--- src/rtl/reg_file_rename.sv ---
// Architectural register file with a per-register rename table (busy bit + newest producer ROB tag).
// Source operands resolve combinationally to a value or, if still in flight, to a ROB lookup.
module reg_file_rename #(
    parameter int ROB_WIDTH_BIT = 4,
    parameter int REG_NUM       = 32
) (
    input  logic                     clk_in,
    input  logic                     rst_in,
    input  logic                     rdy_in,
    input  logic                     clear,
    input  logic [4:0]               commit_rd,
    input  logic [31:0]              commit_val,
    input  logic [ROB_WIDTH_BIT-1:0] commit_rob_id,
    input  logic [4:0]               rename_rd,
    input  logic [ROB_WIDTH_BIT-1:0] rename_rob_id,
    input  logic [4:0]               rs1_idx,
    output logic                     rs1_ready,
    output logic [31:0]              rs1_val,
    output logic [ROB_WIDTH_BIT-1:0] rs1_tag,
    input  logic [4:0]               rs2_idx,
    output logic                     rs2_ready,
    output logic [31:0]              rs2_val,
    output logic [ROB_WIDTH_BIT-1:0] rs2_tag,
    output logic [ROB_WIDTH_BIT-1:0] rob_rs1_id,
    input  logic                     rob_rs1_ready,
    input  logic [31:0]              rob_rs1_val,
    output logic [ROB_WIDTH_BIT-1:0] rob_rs2_id,
    input  logic                     rob_rs2_ready,
    input  logic [31:0]              rob_rs2_val
);

    typedef struct packed {
        logic                     ready;
        logic [31:0]              val;
        logic [ROB_WIDTH_BIT-1:0] tag;
        logic [ROB_WIDTH_BIT-1:0] rob_id;
    } src_t;

    logic [31:0]              regs    [REG_NUM];
    logic [ROB_WIDTH_BIT-1:0] dep_tag [REG_NUM];
    logic [REG_NUM-1:0]       busy;

    // Rename is applied after commit so a same-cycle rename of the same rd keeps it busy.
    always_ff @(posedge clk_in or posedge rst_in) begin
        if (rst_in) begin
            for (int i = 0; i < REG_NUM; i++) begin
                regs[i]    <= '0;
                dep_tag[i] <= '0;
            end
            busy <= '0;
        end else if (rdy_in) begin
            if (clear) begin
                busy <= '0;
                for (int i = 0; i < REG_NUM; i++) begin
                    dep_tag[i] <= '0;
                end
            end else begin
                if (commit_rd != 5'd0) begin
                    regs[commit_rd] <= commit_val;
                    if (busy[commit_rd] && dep_tag[commit_rd] == commit_rob_id) begin
                        busy[commit_rd] <= 1'b0;
                    end
                end
                if (rename_rd != 5'd0) begin
                    busy[rename_rd]    <= 1'b1;
                    dep_tag[rename_rd] <= rename_rob_id;
                end
            end
        end
    end

    function automatic src_t resolve(
        input logic [4:0]               idx,
        input logic [31:0]              reg_val,
        input logic                     is_busy,
        input logic [ROB_WIDTH_BIT-1:0] tag,
        input logic                     commit_hit,
        input logic [31:0]              bypass_val,
        input logic                     rob_ready,
        input logic [31:0]              rob_val
    );
        src_t r;
        r = '0;
        if (idx == 5'd0) begin
            r.ready = 1'b1;
        end else if (!is_busy) begin
            r.ready = 1'b1;
            r.val   = reg_val;
        end else if (commit_hit) begin
            r.ready = 1'b1;
            r.val   = bypass_val;
        end else begin
            r.ready  = rob_ready;
            r.val    = rob_ready ? rob_val : 32'd0;
            r.tag    = tag;
            r.rob_id = tag;
        end
        return r;
    endfunction

    logic commit_live;
    logic hit1;
    logic hit2;
    src_t src1;
    src_t src2;

    // The commit bypass only counts when the commit really retires the newest producer.
    always_comb begin
        commit_live = rdy_in && !clear && (commit_rd != 5'd0);
        hit1 = commit_live && (commit_rd == rs1_idx) && (dep_tag[rs1_idx] == commit_rob_id);
        hit2 = commit_live && (commit_rd == rs2_idx) && (dep_tag[rs2_idx] == commit_rob_id);
        src1 = resolve(rs1_idx, regs[rs1_idx], busy[rs1_idx], dep_tag[rs1_idx],
                       hit1, commit_val, rob_rs1_ready, rob_rs1_val);
        src2 = resolve(rs2_idx, regs[rs2_idx], busy[rs2_idx], dep_tag[rs2_idx],
                       hit2, commit_val, rob_rs2_ready, rob_rs2_val);
    end

    assign rs1_ready  = src1.ready;
    assign rs1_val    = src1.val;
    assign rs1_tag    = src1.tag;
    assign rob_rs1_id = src1.rob_id;
    assign rs2_ready  = src2.ready;
    assign rs2_val    = src2.val;
    assign rs2_tag    = src2.tag;
    assign rob_rs2_id = src2.rob_id;

endmodule

--- config.mk ---
export PLATFORM = sky130hd
export DESIGN_NAME = reg_file_rename
export DESIGN_NICKNAME = d
export VERILOG_FILES = /design/src/rtl/reg_file_rename.sv
export SDC_FILE = /design/constraint.sdc
export NUM_CORES = 2
export LEC_CHECK = 0
export BUFFER_PORTS_ARGS = -buffer_cell sky130_fd_sc_hd__buf_4
export CAP_MARGIN = 20
export CORE_AREA = 5 5 248 492
export DETAILED_ROUTE_END_ITERATION = 7
export DIE_AREA = 0 0 253 497
export PLACE_DENSITY = 0.78
export SETUP_SLACK_MARGIN = 0.4
export SLEW_MARGIN = 25
export SYNTH_ARGS = -nofsm -noshare
export SYNTH_HDL_FRONTEND = slang
export SYNTH_SLANG_ARGS = --single-unit
--- constraint.sdc ---
create_clock -name clk_in -period 51.1 [get_ports clk_in]
set_input_delay 10.22 -clock clk_in [delete_from_list [all_inputs] [get_ports clk_in]]
set_output_delay 10.22 -clock clk_in [all_outputs]
set_load 0.02 [all_outputs]
==> metrics.txt <==
status finished clean; commonest non-fill, non-tap cell in the layout dfrtp_1; Via Count 44740; vias in the first global route 47280; register-to-register setup slack 48.01 ns; Synth area leaders dfrtp_1 44%, mux4_2 25%, mux2_2 18%; CP Class in -> out; die area 125700 sq um; CP Max Fanout 109; global-route wire length before repair 308.7 mm; FF-to-FF path depth 8; wire length per cell 34.55 um; CP most frequent cell buf_4; Area growth, synth to finish 8.943%; Seq/Total Area, Yosys 0.4443; CP top delay family buffers and inverters; Post-synth EDFFs 0; RSZ-0062 raised after global routing no; CP max-delay cell buf_4; Hold Path Cell Cnt 0; root buffer selected by CTS clkbuf_16; pwr/cell area 34.28 nW/um^2; Layout Skew 0.01912 ns; Core ar. 117600 sq um; placed wire-length estimate 118.8 mm; max_slew headroom 0.2579; arrival time at the worst endpoint 15.15 ns; RePlAce Congestion 1.032; Post-DP Area 68920 sq um; share of cells above drive strength 1 0.5147; Syn Std Cell Area 66690 sq um; setup TNS 0 ns; min cycle time layout 25.37 ns; top cell type's share of synthesized area 0.4443; crit-path max cell delay 0.75 ns; Worst-path clk slew 0.06 ns; CP Launch Type primary input; Die H 497 um; clock tree buffer depth 3; Detailed Route Iter0 Violations 5085; H-tree depth 3; HP Start regs[1007]; Post-CTS Hold Fix Bufs 0; via-per-instance ratio 7.414; Overflow after GRT 0; Max Clock Freq 0.03941 GHz; IO Count 212; Worst IR Drop VDD 0.03068 mV; worst setup path startpoint rs1_idx[1]; final setup violation count 0; GRT Overall Usage 0.3301; initial antenna violation count 7; starting density of the core 0.5671; worst skew pair latency 0.74 ns; number of buffers added on ports 211; Reg-to-Reg End busy[22]; critical path required time 40.88 ns; Synthesized Nets 4680; DRT antenna net count 0; num rows 178; Synth area leader dfrtp_1; drt pass-1 iters 5; Min Hold Slack 0.3962 ns; Main synth FF type dfrtp_1; worst slew pin tran 1.113 ns; clock sinks 1184; largest net degree at the start of global routing 193; Hold Violations, Final 0; crit-path cells buf_8 > buf_12 > buf_4 > buf_4 > mux4_2 > mux4_2 > mux2i_1 > a21oi_1 > o311a_1 > buf_4; Die X 253 um; most frequent cells in the layout 1184 x dfrtp_1, 1038 x mux2_2, 746 x mux4_2, 271 x buf_4, 182 x o21ai_0; post-route cell area 72660 sq um; # Max-Cap Violations 0; cts repair resizes 0; CTS tree built; Post-CTS Setup Repair Bufs 0; Hold Path Class reg -> reg; Max Slew Vio Count 0; worst r2r src dep_tag[19]; Residual DRC 0; number of cells on the critical path 10; synthesis-stage register bit count 1184; asr flop ratio synth 1.000; Total Routed Length 208.5 mm; Num CTS Buffers 107; Syn Area/Cell 14.66 sq um; final worst path period share 0.4966; post-layout net count 4544; Critical Path End rs1_val[11]; Pleak 31.84 nW; Mapped Cells 4550; Warnings, synthesis 0; CP endpoint kind output pin; Buffers & Inverters on Critical Path 5; count of cell types in the netlist 54
[through the flow]
stage	instances	total power [W]	util	setup WS [ns]
5_1_grt	6031	0.002576	0.6178	25.38
2_1_floorplan	4550	0.001502	-	7.527
6_report	6034	0.002491	0.6179	25.73
4_1_cts	6025	0.002491	0.6167	25.67
3_5_place_dp	5830	0.001658	0.5861	25.67
3_3_place_gp	5830	0.001634	0.5860	25.74
[final cells by class]
class	instances	area (sq um)
clock inverter	43	508.0
inverter	5	31.28
antenna	4	10.01
tap	1530	1914
fill	8678	44940
clock buffer	152	3088
timing repair buffer	289	2374
multi-input combinational	2827	35100
sequential	1184	29630
[cell families after synthesis]
| group | count (synthesis) | synth area share |
|---|---|---|
| buf+inv | 539 | 0.03411 |
| mux | 1859 | 0.4385 |
| compound gates | 469 | 0.04443 |
| flops | 1184 | 0.4443 |
| xor+xnor | 18 | 0.002364 |
| simple gates | 481 | 0.03638 |
[synthesized netlist by cell type, types with 32 or more instances]
master,count
a21o_1,33
a21oi_1,74
a31oi_1,38
buf_1,106
buf_2,105
clkbuf_1,298
dfrtp_1,1184
mux2_2,1039
mux2i_1,74
mux4_2,746
nand2_1,130
nand3_1,170
nor2_1,44
o21ai_0,182
o311a_1,32
o31ai_1,34
[state kept, by name, indices dropped and copies added, names as in the netlist]
register and count:
regs 1024, dep_tag 128, busy 32
[worst reg2reg max path: cells and delay by family (launching register included)]
kind,cells,cell delay (ns)
muxes,1,0.62
buffers and inverters,1,0.28
xor gates and xnor gates,1,0.23
DFF,1,0.43
AOI/OAI and AO/OA,2,0.63
and+or+nand+nor,3,0.79
[worst min-delay path by stage]
stage / to / slack (ns)
floorplan: regs[1000] / 0.44
global placement: regs[1017] / 0.38
detailed placement: regs[1020] / 0.38
CTS: regs[1002] / 0.40
global route: regs[994] / 0.40
finish: regs[1007] / 0.40
[routing by layer]
layer  routed length [um]  vias to the layer above  GRT usage
met2               102000                     2699     0.5327
met5                   27                        -          0
met3                19790                      701    0.07757
li1                     -                    17490          -
met1                73430                    23840     0.4169
met4                13280                        4     0.1745
[report_power, final]
part | total (W) | leakage, nW | switching (W) | internal, W
Clock | 0.000842 | 1.77 | 0.000375 | 0.000467
Combinational | 0.000518 | 14.3 | 0.000239 | 0.000279
Sequential | 0.00113 | 15.8 | 0.0000842 | 0.00105
Total | 0.00249 | 31.8 | 0.000697 | 0.00179
(Power assumes the default switching activity.)
